$ cat config.mk
export PLATFORM = sky130hd
export DESIGN_NAME = bounce_sequencer
export DESIGN_NICKNAME = d
export VERILOG_FILES = /design/src/rtl/bounce_sequencer.sv
export SDC_FILE = /design/constraint.sdc
export NUM_CORES = 1
export LEC_CHECK = 0
export CAP_MARGIN = 20
export CORE_ASPECT_RATIO = 1.25
export CORE_UTILIZATION = 45
export DETAILED_ROUTE_END_ITERATION = 10
export MAX_ROUTING_LAYER = met4
export PLACE_DENSITY = 0.82
export SYNTH_ARGS = -nofsm -noshare
export SYNTH_HDL_FRONTEND = slang
export SYNTH_SLANG_ARGS = --single-unit
$ cat constraint.sdc
create_clock -name clk -period 2.14 [get_ports clk]
set_input_delay 0.428 -clock clk [delete_from_list [all_inputs] [get_ports clk]]
set_output_delay 0.428 -clock clk [all_outputs]
set_load 0.02 [all_outputs]
$ cat src/rtl/bounce_sequencer.sv
// Initiator for the line_drawer start/done handshake: launches ball segments, detects wall
// contact, snaps the contact point onto the wall, reflects the slope and relaunches.
module bounce_sequencer #(
  parameter int X_MIN      = 10,
  parameter int X_MAX      = 629,
  parameter int Y_MIN      = 20,
  parameter int Y_MAX      = 459,
  parameter int INIT_X     = 10,
  parameter int INIT_Y     = 240,
  parameter int INIT_SLOPE = -1,
  parameter int SETTLE     = 3
) (
  input  logic               clk,
  input  logic               reset,
  input  logic               enable,
  input  logic signed [10:0] ld_x,
  input  logic signed [10:0] ld_y,
  input  logic               ld_done,
  output logic               ld_start,
  output logic signed [10:0] ld_x0,
  output logic signed [10:0] ld_y0,
  output logic signed [3:0]  ld_slope,
  output logic               hit,
  output logic [7:0]         bounces
);

  typedef enum logic [1:0] {
    IDLE   = 2'd0,
    LOAD   = 2'd1,
    RUN    = 2'd2,
    BOUNCE = 2'd3
  } state_t;

  localparam logic signed [10:0] x_min_c       = 11'(X_MIN);
  localparam logic signed [10:0] x_max_c       = 11'(X_MAX);
  localparam logic signed [10:0] y_min_c       = 11'(Y_MIN);
  localparam logic signed [10:0] y_max_c       = 11'(Y_MAX);
  localparam logic signed [10:0] init_x_c      = 11'(INIT_X);
  localparam logic signed [10:0] init_y_c      = 11'(INIT_Y);
  localparam logic signed [3:0]  slope_raw_c   = 4'(INIT_SLOPE);
  // A zero slope would stall the ball, so it is replaced by +1.
  localparam logic signed [3:0]  init_slope_c  = (slope_raw_c == 4'sd0) ? 4'sd1 : slope_raw_c;
  localparam logic [7:0]         settle_last_c = 8'(SETTLE - 1);

  function automatic logic signed [10:0] clamp(input logic signed [10:0] v,
                                               input logic signed [10:0] lo,
                                               input logic signed [10:0] hi);
    if (v < lo) begin
      return lo;
    end else if (v > hi) begin
      return hi;
    end else begin
      return v;
    end
  endfunction

  // -8 has no positive twin in 4 bits, so it reflects to +7.
  function automatic logic signed [3:0] reflect(input logic signed [3:0] s);
    if (s == 4'sb1000) begin
      return 4'sd7;
    end else begin
      return 4'sd0 - s;
    end
  endfunction

  state_t             state_r, state_s;
  logic [7:0]         cnt_r, cnt_s;
  logic               ld_start_s, hit_s;
  logic signed [10:0] x0_s, y0_s, snap_x_s, snap_y_s;
  logic signed [3:0]  slope_s;
  logic [7:0]         bounces_s;
  logic               moved_s, xc_s, yc_s;

  // Contact detection and snapping of the current pixel onto the wall.
  always_comb begin
    moved_s  = (ld_x != ld_x0) || (ld_y != ld_y0);
    xc_s     = moved_s && ((ld_x <= x_min_c) || (ld_x >= x_max_c));
    yc_s     = moved_s && ((ld_y <= y_min_c) || (ld_y >= y_max_c));
    snap_x_s = clamp(ld_x, x_min_c, x_max_c);
    // In a corner, pull y one pixel off the wall so line_drawer treats it as an x-wall hit.
    if (xc_s && yc_s) begin
      if (ld_y <= y_min_c) begin
        snap_y_s = y_min_c + 11'sd1;
      end else begin
        snap_y_s = y_max_c - 11'sd1;
      end
    end else begin
      snap_y_s = clamp(ld_y, y_min_c, y_max_c);
    end
  end

  // Next-state and next-output logic.
  always_comb begin
    state_s    = state_r;
    cnt_s      = cnt_r;
    ld_start_s = 1'b0;
    x0_s       = ld_x0;
    y0_s       = ld_y0;
    slope_s    = ld_slope;
    hit_s      = 1'b0;
    bounces_s  = bounces;
    if (!enable) begin
      state_s = IDLE;
      cnt_s   = 8'd0;
      x0_s    = init_x_c;
      y0_s    = init_y_c;
      slope_s = init_slope_c;
    end else begin
      case (state_r)
        IDLE: begin
          state_s = LOAD;
          cnt_s   = 8'd0;
        end
        LOAD: begin
          if (cnt_r == settle_last_c) begin
            state_s    = RUN;
            cnt_s      = 8'd0;
            ld_start_s = 1'b1;
          end else begin
            cnt_s = cnt_r + 8'd1;
          end
        end
        RUN: begin
          if (xc_s || yc_s || ld_done) begin
            state_s = BOUNCE;
            x0_s    = snap_x_s;
            y0_s    = snap_y_s;
            slope_s = reflect(ld_slope);
            hit_s   = 1'b1;
            if (bounces != 8'd255) begin
              bounces_s = bounces + 8'd1;
            end else begin
              bounces_s = bounces;
            end
          end else begin
            ld_start_s = 1'b1;
          end
        end
        BOUNCE: begin
          state_s = LOAD;
          cnt_s   = 8'd0;
        end
        default: begin
          state_s = IDLE;
          cnt_s   = 8'd0;
        end
      endcase
    end
  end

  // State and registered outputs.
  always_ff @(posedge clk or negedge reset) begin
    if (!reset) begin
      state_r  <= IDLE;
      cnt_r    <= 8'd0;
      ld_start <= 1'b0;
      ld_x0    <= init_x_c;
      ld_y0    <= init_y_c;
      ld_slope <= init_slope_c;
      hit      <= 1'b0;
      bounces  <= 8'd0;
    end else begin
      state_r  <= state_s;
      cnt_r    <= cnt_s;
      ld_start <= ld_start_s;
      ld_x0    <= x0_s;
      ld_y0    <= y0_s;
      ld_slope <= slope_s;
      hit      <= hit_s;
      bounces  <= bounces_s;
    end
  end

endmodule
==> impl_metrics.csv <==
group,metric,value,unit
route,firstDrtPassIters,8,
synth,syn_inst,270,
status,status,"finished, violations left",
sta,period_needed,2.334,ns
power_and_ir_drop,sequentialPowerShare,0.368,
synth,synth-seq-cells,46,
status,violations,"DRC, setup timing",
synth,synth-main-ff-cell,"dfrtp_1",
power_and_ir_drop,finalPower,3.143,mW
floorplanning,pin_count,62,
route,via_per_inst,6.036,
cells_and_area,drive_gt1_frac,0.3317,
route,drt_iter0_drc,321,
grt,first_global_vias,2983,
cts,cts_root_buf,"clkbuf_8",
route,avgRoutedWirePerCell,18.76,µm
sta,rsz0062_at_grt,"yes",
synth,synth.yosys.warnings,0,
sta,timing.fmax,428.5,MHz
synth,synth_edf_count,0,
sta,hold_viol_final,0,
sta,skew,0.01567,ns
synth,syn_area_per_cell,9.810,µm²
cts,htree_levels,2,
sta,setup_viol,37,
setup_path,crit_type,"in -> reg",
power_and_ir_drop,p_leak,1.906,nW
setup_path,reg2reg_from,"ld_x0[1]$_DFFE_PN1P_",
cts,hold_buffers,0,
sta,slew_viol_final,0,
power_and_ir_drop,power.density,748.9,mW/mm²
grt,grt_pass1_wl,14.17,mm
worst_hold_path,hold_path.class,"in -> async",
cts,clkSinkCount,46,
sta,slew_headroom,0.6987,
synth,synth_top_area_frac,0.3401,
route,drc,18,
placed_design,portBuffers,61,
placed_design,hpwl,5.865,mm
setup_path,required,2.38,ns
cts,clk_pin_slew,0.09,ns
grt,grtUsageTotal,0.3072,
cts,clockBufferDepth,2,
synth,synth_fp_nets,302,
sta,fin_crit_sh,1.091,
setup_path,path_cells,"dlygate4sd2_1 > or2_1 > a31oi_2 > o2111ai_2 > or4_4 > o211ai_4 > buf_6 > buf_12 > a21oi_1 > o32a_1",
power_and_ir_drop,switching_power,1.105,mW
grt,grt_max_degree,20,
setup_path,crit_path_start_kind,"input pin",
synth,synthDistinctLibCells,51,
synth,seq_area_frac_synth,0.4393,
cts,numCtsBuffers,5,
setup_path,cp_slowest_cell,"or4_4",
cells_and_area,area_growth,58.43,%
floorplanning,die_w,70.62,µm
setup_path,ff2ff_setup_slack,-0.19,ns
setup_path,r2r-end,"ld_slope[2]$_DFFE_PN1P_",
setup_path,end_kind,"flop",
floorplanning,start_util,0.4768,
floorplanning,dieArea,0.006199,mm²
placed_design,preCtsSetupSlack,-0.8480,ns
floorplanning,rows,30,
grt,overflow,0,
power_and_ir_drop,p_int,2.037,mW
power_and_ir_drop,clockPowerShare,0.215,
power_and_ir_drop,p_comb_frac,0.418,
power_and_ir_drop,peakVddDrop,0.0006387,V
setup_path,arrival,2.57,ns
synth,syn_area,0.002649,mm²
route,ant_nets,0,
cts,clock_latency,0.32,ns
setup_path,cp_max_fo,6,
setup_path,slowest_delay,0.54,ns
route,via_count,2843,
cells_and_area,diodes,0,
power_and_ir_drop,p_sw_frac,0.3517,
synth,async_reset_ff_frac,1.000,
route,drt-total-wl,8.835,mm
floorplanning,die_y,87.78,µm
job,drv_cap,0,
sta,worst_pin_slew,0.4520,ns
floorplanning,core_region_area,0.005555,mm²
synth,yosysTopAreaCell,"dfrtp_1",
placed_design,place_congestion,0.9962,
sta,fin_ws,-0.1938,ns
cells_and_area,final_common_cell,"buf_4",
grt,antenna_found_initial,0,
synth,synthTopCellsByArea,"dfrtp_1, dfstp_2, xnor2_1",
cells_and_area,final_nets,438,
cells_and_area,final_cell_mix,"buf_4, clkdlybuf4s50_1, dfrtp_1",
setup_path,reg2regPathDepth,9,
cts,tritoncts,"yes",
-- per-layer routing --
layer	routed length [µm]	track usage	share of wire
met2	4417	0.5260	0.50
met3	669	0.06099	0.076
met5	0	-	0
met4	449	0.2036	0.051
met1	3298	0.3241	0.37
-- final cells by class --
| class | instances | area (µm²) |
|---|---|---|
| well taps | 64 | 80.08 |
| clock inverters | 3 | 45.04 |
| clock buffers | 5 | 68.82 |
| inverters | 14 | 52.55 |
| repair buffers | 134 | 1175 |
| multi-input cells | 205 | 1612 |
| flip-flops and latches | 46 | 1164 |
| fillers | 353 | 1359 |
-- power groups by stage --
stage / Sequential, mW / Clock (mW) / Combinational [mW]
2_1_floorplan: 1.27 / 0 / 0.432
3_3_place_gp: 1.15 / 0 / 1.09
3_5_place_dp: 1.16 / 0 / 1.12
4_1_cts: 1.15 / 0.680 / 1.22
5_1_grt: 1.17 / 0.726 / 1.40
6_report: 1.16 / 0.674 / 1.31
-- synthesized netlist by cell type, drive strengths merged (3+ instances only) --
library cell and instances:
dfrtp 36, nand2 23, o21ai 23, xnor2 18
inv 14, nor2 13, nand2b 12, xor2 12
a22o 10, dfstp 10, nand3 10, nand4 9
nor4 8, and3 7, ha 6, nor3 6
o211ai 5, a2bb2oi 4, a21oi 3, a31oi 3
and2 3, buf 3, clkbuf 3
-- what timing repair did --
action / 4_1_cts / 5_1_grt
resized for setup: 66 / 13
gates cloned: 2 / 1
hold endpoints to repair: 0 / 0
pin swaps: 26 / 12
setup endpoints to repair: 38 / 43
setup buffers: 5 / 4
-- how the worst max path moves through the flow --
stage | endpoint | startpoint | slack, ns
CTS | bounces[6]$_DFFE_PN0P_ | ld_x0[3]$_DFFE_PN1P_ | -0.18
global placement | bounces[6]$_DFFE_PN0P_ | ld_x[1] | -0.73
global route | bounces[6]$_DFFE_PN0P_ | ld_x0[1]$_DFFE_PN1P_ | -0.24
finish | ld_slope[2]$_DFFE_PN1P_ | ld_x[0] | -0.19
floorplan | bounces[6]$_DFFE_PN0P_ | ld_x[1] | -0.08
detailed placement | bounces[6]$_DFFE_PN0P_ | ld_x[1] | -0.85
-- flip-flops by register name, summed over array words and instances (netlist names) --
| register | count |
|---|---|
| hit | 1 |
| ld_start | 1 |
| cnt_r | 8 |
| ld_x0 | 11 |
| bounces | 8 |
| state_r | 2 |
| ld_slope | 4 |
| ld_y0 | 11 |
-- cell families after synthesis --
group | Yosys count | synth area share
multiplexers | 3 | 0.01228
adder cells (fa/ha/maj) | 6 | 0.02834
XOR/XNOR | 30 | 0.09920
buffers and inverters | 20 | 0.03448
AO/OA/AOI/OAI | 64 | 0.1819
AND/OR/NAND/NOR | 101 | 0.2045
flip-flops | 46 | 0.4393
-- worst max-delay path, delay by kind of cell --
| kind | cells | cell delay, ns |
|---|---|---|
| AOI/OAI and AO/OA | 5 | 0.81 |
| and+or+nand+nor | 2 | 0.77 |
| buffers and inverters | 3 | 0.55 |
-- per-stage QoR --
step	area [µm²]	utilization	hold slack, ns	TNS, ns	std cells
after floorplan	2660	-	0.1324	-0.4557	270
after global placement	3792	0.6827	0.3893	-23.38	452
after detailed placement	3792	0.6827	0.3928	-28.11	452
after CTS	4109	0.7396	0.05438	-3.773	466
after global routing	4197	0.7554	0.06632	-6.493	471
final	4197	0.7554	0.04529	-4.013	471
Power figures use the tool's default switching activity.
